**src/rtl/frost32_irq_ctrl_if.sv**
```systemverilog
// frost32_irq_ctrl_if: request/dispatch bundle between peripherals, CPU and the interrupt controller
// master drives sources, mask, stall and clear; slave (the controller) drives interrupt, irq_id, pending, busy
interface frost32_irq_ctrl_if #(
  parameter int NUM_SRC = 4,
  parameter int IDW = NUM_SRC > 1 ? $clog2(NUM_SRC) : 1
);
  logic [NUM_SRC-1:0] irq_src;
  logic [NUM_SRC-1:0] irq_mask;
  logic wait_for_mem;
  logic clr_valid;
  logic [IDW-1:0] clr_id;
  logic interrupt;
  logic [IDW-1:0] irq_id;
  logic [NUM_SRC-1:0] pending;
  logic busy;
  modport master (
    output irq_src, irq_mask, wait_for_mem, clr_valid, clr_id,
    input interrupt, irq_id, pending, busy
  );
  modport slave (
    input irq_src, irq_mask, wait_for_mem, clr_valid, clr_id,
    output interrupt, irq_id, pending, busy
  );
endinterface

```
**src/rtl/frost32_irq_ctrl.sv**
```systemverilog
// frost32_irq_ctrl: latches source rising edges and dispatches the lowest eligible one as a fixed pulse
// clk/rst_n plain ports; bus carries irq_src, irq_mask, wait_for_mem, clr_valid/clr_id in and
// interrupt, irq_id, pending, busy out
module frost32_irq_ctrl #(
  parameter int NUM_SRC = 4,
  parameter int PULSE_CYCLES = 3,
  parameter int HOLDOFF_CYCLES = 16
) (
  input logic clk,
  input logic rst_n,
  frost32_irq_ctrl_if.slave bus
);
  localparam int IDW = NUM_SRC > 1 ? $clog2(NUM_SRC) : 1;
  localparam int MAXC = PULSE_CYCLES > HOLDOFF_CYCLES ? PULSE_CYCLES : HOLDOFF_CYCLES;
  localparam int CW = MAXC > 1 ? $clog2(MAXC) : 1;
  typedef enum logic [1:0] {IDLE, ASSERT, HOLDOFF} state_t;
  state_t state, state_n;
  logic [CW-1:0] cnt, cnt_n;
  logic [NUM_SRC-1:0] src_q, pend, edges, elig, disp_vec, clr_vec;
  logic [IDW-1:0] id, low_id;
  logic dispatch;
  assign edges = bus.irq_src & ~src_q;
  assign elig = pend & bus.irq_mask;
  assign disp_vec = dispatch ? NUM_SRC'(1) << low_id : '0;
  // out-of-range clear ids are dropped rather than aliased onto a real source
  assign clr_vec = (bus.clr_valid && 32'(bus.clr_id) < NUM_SRC) ? NUM_SRC'(1) << bus.clr_id : '0;
  assign bus.interrupt = state == ASSERT;
  assign bus.busy = state != IDLE;
  assign bus.irq_id = id;
  assign bus.pending = pend;
  always_comb begin
    low_id = '0;
    for (int i = NUM_SRC - 1; i >= 0; i--)
      if (elig[i]) low_id = IDW'(i);
  end
  always_comb begin
    state_n = state;
    cnt_n = cnt;
    dispatch = 1'b0;
    if (state == IDLE) begin
      dispatch = |elig && !bus.wait_for_mem;
      if (dispatch) begin
        state_n = ASSERT;
        cnt_n = CW'(PULSE_CYCLES - 1);
      end
    end else if (cnt == '0) begin
      state_n = state == ASSERT ? HOLDOFF : IDLE;
      cnt_n = state == ASSERT ? CW'(HOLDOFF_CYCLES - 1) : '0;
    end else begin
      cnt_n = cnt - CW'(1);
    end
  end
  // src_q resets high so lines already asserted at reset release do not register as edges
  always_ff @(posedge clk or negedge rst_n) begin
    if (!rst_n) begin
      state <= IDLE;
      cnt <= '0;
      src_q <= '1;
      pend <= '0;
      id <= '0;
    end else begin
      state <= state_n;
      cnt <= cnt_n;
      src_q <= bus.irq_src;
      pend <= edges | (pend & ~disp_vec & ~clr_vec);
      if (dispatch) id <= low_id;
    end
  end
endmodule

```
**src/flat_wrapper.sv**
```systemverilog
// flat-port wrapper written by rule: the top's interface ports become plain ports
module frost32_irq_ctrl_flat 
#(
  parameter int NUM_SRC = 4,
  parameter int PULSE_CYCLES = 3,
  parameter int HOLDOFF_CYCLES = 16
)
  (clk, rst_n, bus_irq_src, bus_irq_mask, bus_wait_for_mem, bus_clr_valid, bus_clr_id, bus_interrupt, bus_irq_id, bus_pending, bus_busy);
  frost32_irq_ctrl_if #(.NUM_SRC(NUM_SRC)) bus_i ();
  input logic clk;
  input logic rst_n;
  input wire logic [$bits(bus_i.irq_src)-1:0] bus_irq_src;
  input wire logic [$bits(bus_i.irq_mask)-1:0] bus_irq_mask;
  input wire logic [$bits(bus_i.wait_for_mem)-1:0] bus_wait_for_mem;
  input wire logic [$bits(bus_i.clr_valid)-1:0] bus_clr_valid;
  input wire logic [$bits(bus_i.clr_id)-1:0] bus_clr_id;
  output wire logic [$bits(bus_i.interrupt)-1:0] bus_interrupt;
  output wire logic [$bits(bus_i.irq_id)-1:0] bus_irq_id;
  output wire logic [$bits(bus_i.pending)-1:0] bus_pending;
  output wire logic [$bits(bus_i.busy)-1:0] bus_busy;
  assign bus_i.irq_src = bus_irq_src;
  assign bus_i.irq_mask = bus_irq_mask;
  assign bus_i.wait_for_mem = bus_wait_for_mem;
  assign bus_i.clr_valid = bus_clr_valid;
  assign bus_i.clr_id = bus_clr_id;
  assign bus_interrupt = bus_i.interrupt;
  assign bus_irq_id = bus_i.irq_id;
  assign bus_pending = bus_i.pending;
  assign bus_busy = bus_i.busy;
  frost32_irq_ctrl #(.NUM_SRC(NUM_SRC), .PULSE_CYCLES(PULSE_CYCLES), .HOLDOFF_CYCLES(HOLDOFF_CYCLES)) u_core (.clk(clk), .rst_n(rst_n), .bus(bus_i));
endmodule
```
**config.mk**
```make
export PLATFORM = sky130hd
export DESIGN_NAME = frost32_irq_ctrl_flat
export DESIGN_NICKNAME = d
export VERILOG_FILES = /design/src/rtl/frost32_irq_ctrl_if.sv /design/src/rtl/frost32_irq_ctrl.sv /design/src/flat_wrapper.sv
export SDC_FILE = /design/constraint.sdc
export NUM_CORES = 1
export LEC_CHECK = 0
export CAP_MARGIN = 40
export CORE_MARGIN = 2
export CORE_UTILIZATION = 49
export DETAILED_ROUTE_END_ITERATION = 16
export PLACE_DENSITY = 0.82
export SETUP_SLACK_MARGIN = 0.3
export SLEW_MARGIN = 10
export SYNTH_ARGS = -nofsm -noshare
export SYNTH_HDL_FRONTEND = slang
export SYNTH_SLANG_ARGS = --single-unit
```
**constraint.sdc**
```tcl
create_clock -name clk -period 3.74 [get_ports clk]
set_input_delay 0.748 -clock clk [delete_from_list [all_inputs] [get_ports clk]]
set_output_delay 0.748 -clock clk [all_outputs]
set_load 0.02 [all_outputs]
```
# Word-level counts from Yosys, hierarchy flattened
# Cells that the tools add are included.
totals:
  ff_bits: 16
  inputBits: 14
  output_inout_bits: 8
  wordCells: 41
op_classes:
  add_sub_neg: 1
  n_eq_ne: 2
  shifts: 2
  mux: 15
  bitwise_logic: 8
  n_reduce_logical: 8
op_table:
  columns: ["cell", "count"]
  rows:
  - ["$mux W4", 6]
  - ["$and A4 B4 Y4", 4]
  - ["$mux W2", 8]
  - ["$not A4 Y4", 3]
  - ["$shl A1 B2 Y4 const A", 2]
  - ["$logic_not A4 Y1", 1]
  - ["$or A4 B4 Y4", 1]
  - ["$reduce_bool A2 Y1", 2]
  - ["$reduce_or A4 Y1", 1]
  - ["$sub A4 B1 Y4 const B", 1]
  - ["$eq A2 B1 Y1 const B", 1]
  - ["$logic_not A2 Y1", 1]
  - ["$ne A2 B2 Y1 const B", 1]
  - ["$reduce_and A2 Y1", 1]
  - ["$logic_and A1 B1 Y1", 1]
  - ["$logic_not A1 Y1", 1]
  - ["$mux W1", 1]

# Logic depth before layout (Yosys ltp)
logic_depth:
  depth_word: 11
  mapped_depth: 6

# Worst setup path before layout
# OpenSTA, ideal clock, no wires.
synth_path:
  path_type: "register -> output"
  startpoint: "register u_core.state[1]"
  endpoint: "output bus_busy"
  t_arrival_ns: 0.895
  slack_ns: 2.097
  path_stages_with_launch: 4
  n_path_buf: 1
  cell_sequence: "dfrtp_1 clkbuf_2 nor2_1 inv_1"
synth_via:
  elab_chain_len: 1
synth_rtl:
  columns: ["element", "line", "rtl"]
  rows:
  - ["start, declared", "frost32_irq_ctrl.sv:17", "state_t state, state_n;"]
  - ["start signal, assigned", "frost32_irq_ctrl.sv:62", "state <= state_n;"]
  - ["$reduce_bool A2 Y1", "frost32_irq_ctrl.sv:28", "assign bus.busy = state != IDLE;"]
  - ["end, declared", "flat_wrapper.sv:20", "output wire logic [$bits(bus_i.busy)-1:0] bus_busy;"]
# No other way between the ends.

# Worst setup path in the final report
# Same ends and word-level chain as after synthesis.

==> metrics.md <==
| Metric | Value |
|---|---|
| Status | `finished clean` |
| Vias in the first global route | `710` |
| CTS clk-pin slew, worst paths | `90 ps` |
| CTS Buf Count | `3` |
| CP endpoint kind | `output port` |
| Final RePlAce weighted congestion | `0.873` |
| Endpoints failing setup | `0` |
| Slew Limit Fails | `0` |
| Postcts setup bufs | `0` |
| Slew @ Worst Pin | `689 ps` |
| Initial DRC Count | `14` |
| Fin. Hold Viols | `0` |
| Post-synthesis instance total | `78` |
| Seq/Total Area, Yosys | `0.501` |
| Worst R2R Path Depth | `5` |
| Inserted Diodes | `0` |
| FMAX | `0.403 GHz` |
| Row cnt | `14` |
| RSZ-0062 raised after global routing | `false` |
| Die width | `44.6 um` |
| Core area | `1520 um2` |
| Post-cts resize count | `0` |
| Die area | `1990 um2` |
| CP Launch Point | `u_core.state[1]` |
| Placed cell areas | `1030 um2` |
| Crit path time final | `2480 ps` |
| Non-Filler Instances | `116` |
| Hold buffers post-CTS | `0` |
| Io pins | `22` |
| Setup TNS | `0 ps` |
| Synth Net Count | `94` |
| Fin nets | `118` |
| Post-DR wirelength/cell | `15.2 um` |
| Share of cells above drive strength 1 | `0.130` |
| Netlist Area Pre-Place | `810 um2` |
| CTS root buffer | `clkbuf_4` |
| Worst Clk Skew | `7.13 ps` |
| Leak Pwr | `0.444 nW` |
| Maximum buffer depth of the clock tree | `2` |
| Placed cell count | `113` |
| Vert. Die Dim | `44.6 um` |
| Fin crit share | `0.663` |
| Via/cell ratio | `5.86` |
| Critical Path RT | `2990 ps` |
| Hold Crit Class | `reg2reg` |
| DR pass1 iterations | `4` |
| CTS tree | `yes` |
| Crit path kind | `reg2out` |
| Clock sink total | `16` |
| Total grt overflow | `0` |
| # DRC | `0` |
| Hold Path Stages | `1` |
| Syn Area/Cell | `10.4 um2` |
| Max cap viols | `0` |
| Synthesis-to-finish area growth | `30.0%` |
| Worst skew pair latency | `280 ps` |
| DR vias | `680` |
| Final antenna-violating net count | `0` |
| Tot GR Track Use | `0.219` |
| Worst rel slew slack | `0.539` |
| Design area | `1050 um2` |
| Initial Util | `0.531` |
| Crit path max fanout | `9` |
| Maximum vdd drop | `0.470 mV` |
| Critical Path AT | `1730 ps` |
| Placed wire-length estimate | `1.35 mm` |
| Drt total wl | `1.76 mm` |
| Largest net degree at the start of global routing | `17` |
| Reg2reg start | `u_core.cnt[0]` |
| Worst slack, placed | `1500 ps` |
| Pwr Density | `701 nW/um2` |
| Hold Crit Start | `u_core.bus.irq_id[1]` |
| H-tree lvl count | `1` |
| First-pass GRT wire length | `3.11 mm` |
| Fill cells | `134` |
| Flops & latches, synth | `16` |
| Yosys cell types | `35` |
| Warnings from Yosys | `0` |
| CP Launch Type | `register` |
| Port bufs | `21` |
| Initial antenna violation count | `0` |
| PnR worst setup slack | `1260 ps` |
| Hold WS | `523 ps` |
[final timing paths]
| path | endpoint | slack (ps) |
|---|---|---|
| min | u_core.bus.irq_id[1] | 520 |
| min in group asynchronous | u_core.bus.pending[0] | 870 |
| min reg2reg | u_core.bus.irq_id[1] | 520 |
| max reg2reg | u_core.cnt[0] | 2010 |
| max | bus_busy | 1260 |
| max in group asynchronous | u_core.state[1] | 2430 |
[Yosys cell counts]
cell type | number | area, um2
a22oi_1 | 2 | 15.0
o32a_1 | 1 | 10.0
buf_2 | 1 | 5.00
inv_1 | 8 | 30.0
nor2b_1 | 1 | 6.26
nand3b_1 | 1 | 7.51
or3b_1 | 1 | 8.76
nor4b_1 | 1 | 8.76
and2b_2 | 1 | 8.76
mux2_4 | 1 | 15.0
o22a_1 | 2 | 17.5
or3b_2 | 1 | 8.76
a32oi_1 | 1 | 8.76
o21ai_0 | 2 | 10.0
nand3_1 | 2 | 10.0
a21boi_0 | 1 | 7.51
a21oi_1 | 7 | 35.0
dfstp_2 | 4 | 105
nor2_1 | 2 | 7.51
o21bai_1 | 1 | 7.51
nor3_1 | 1 | 5.00
and3_1 | 2 | 12.5
mux2_2 | 1 | 11.3
ha_1 | 2 | 25.0
o32ai_1 | 1 | 8.76
a2111oi_0 | 1 | 8.76
o22ai_2 | 1 | 12.5
nand4_1 | 1 | 6.26
a21o_2 | 1 | 8.76
dfrtp_1 | 12 | 300
nand2_1 | 8 | 30.0
o22ai_1 | 1 | 6.26
a32o_1 | 3 | 30.0
clkbuf_2 | 1 | 5.00
or3_1 | 1 | 6.26
[state kept, by name (all words and copies together), names as in the netlist]
register	count
u_core.bus.irq_id	2
u_core.state	2
u_core.cnt	4
u_core.src_q	4
u_core.bus.pending	4
[cells in the final DEF (no fill, tap or decap), types with 3 or more instances in the layout]
| cell type | Yosys | layout |
|---|---|---|
| clkbuf_4 | 0 | 3 |
| inv_1 | 8 | 8 |
| nand2_1 | 8 | 8 |
| clkdlybuf4s50_1 | 0 | 21 |
| dfstp_2 | 4 | 4 |
| a32o_1 | 3 | 3 |
| a21oi_1 | 7 | 7 |
| dfrtp_1 | 12 | 12 |
[routing by layer]
metal | global-route usage | vias up | wire length, um
li1 | - | 334 | -
met1 | 0.270 | 329 | 760
met2 | 0.365 | 15 | 934
met3 | 0.0245 | 2 | 50
met4 | 0.127 | 0 | 15
met5 | 0 | - | 0
[kinds of logic after synthesis]
| kind of cell | synth area share |
|---|---|
| compound gates | 0.230 |
| fa+ha+maj | 0.0309 |
| buf+inv | 0.0494 |
| flops | 0.501 |
| mux | 0.0325 |
| simple gates | 0.156 |
[where the power goes]
group | leakage, nW | switching [mW] | internal (mW) | total (mW)
Sequential | 0.179 | 0.0697 | 0.232 | 0.302
Combinational | 0.252 | 0.163 | 0.184 | 0.347
Clock | 0.0138 | 0.0523 | 0.0374 | 0.0896
Total | 0.444 | 0.285 | 0.453 | 0.738
[worst max-delay path: stages, from the launching register on]
cell and delay (ps):
dfrtp_1 480, nor2_1 300, inv_1 120, clkdlybuf4s50_1 550
[through the flow]
stage | total power [mW] | util
6_report | 0.738 | 0.690
4_1_cts | 0.743 | 0.690
5_1_grt | 0.793 | 0.690
3_3_place_gp | 0.638 | 0.676
2_1_floorplan | 0.522 | -
3_5_place_dp | 0.653 | 0.676
[area by class of cell]
class                      count  area [um2]  share of cell area
clock buffer                   3        22.5              0.0214
inverter                       8        30.0              0.0285
multi-input combinational     52         364               0.346
sequential                    16         405               0.385
tap                           16        20.0              0.0190
timing repair buffer          21         210               0.200
Power figures use the tool's default switching activity.
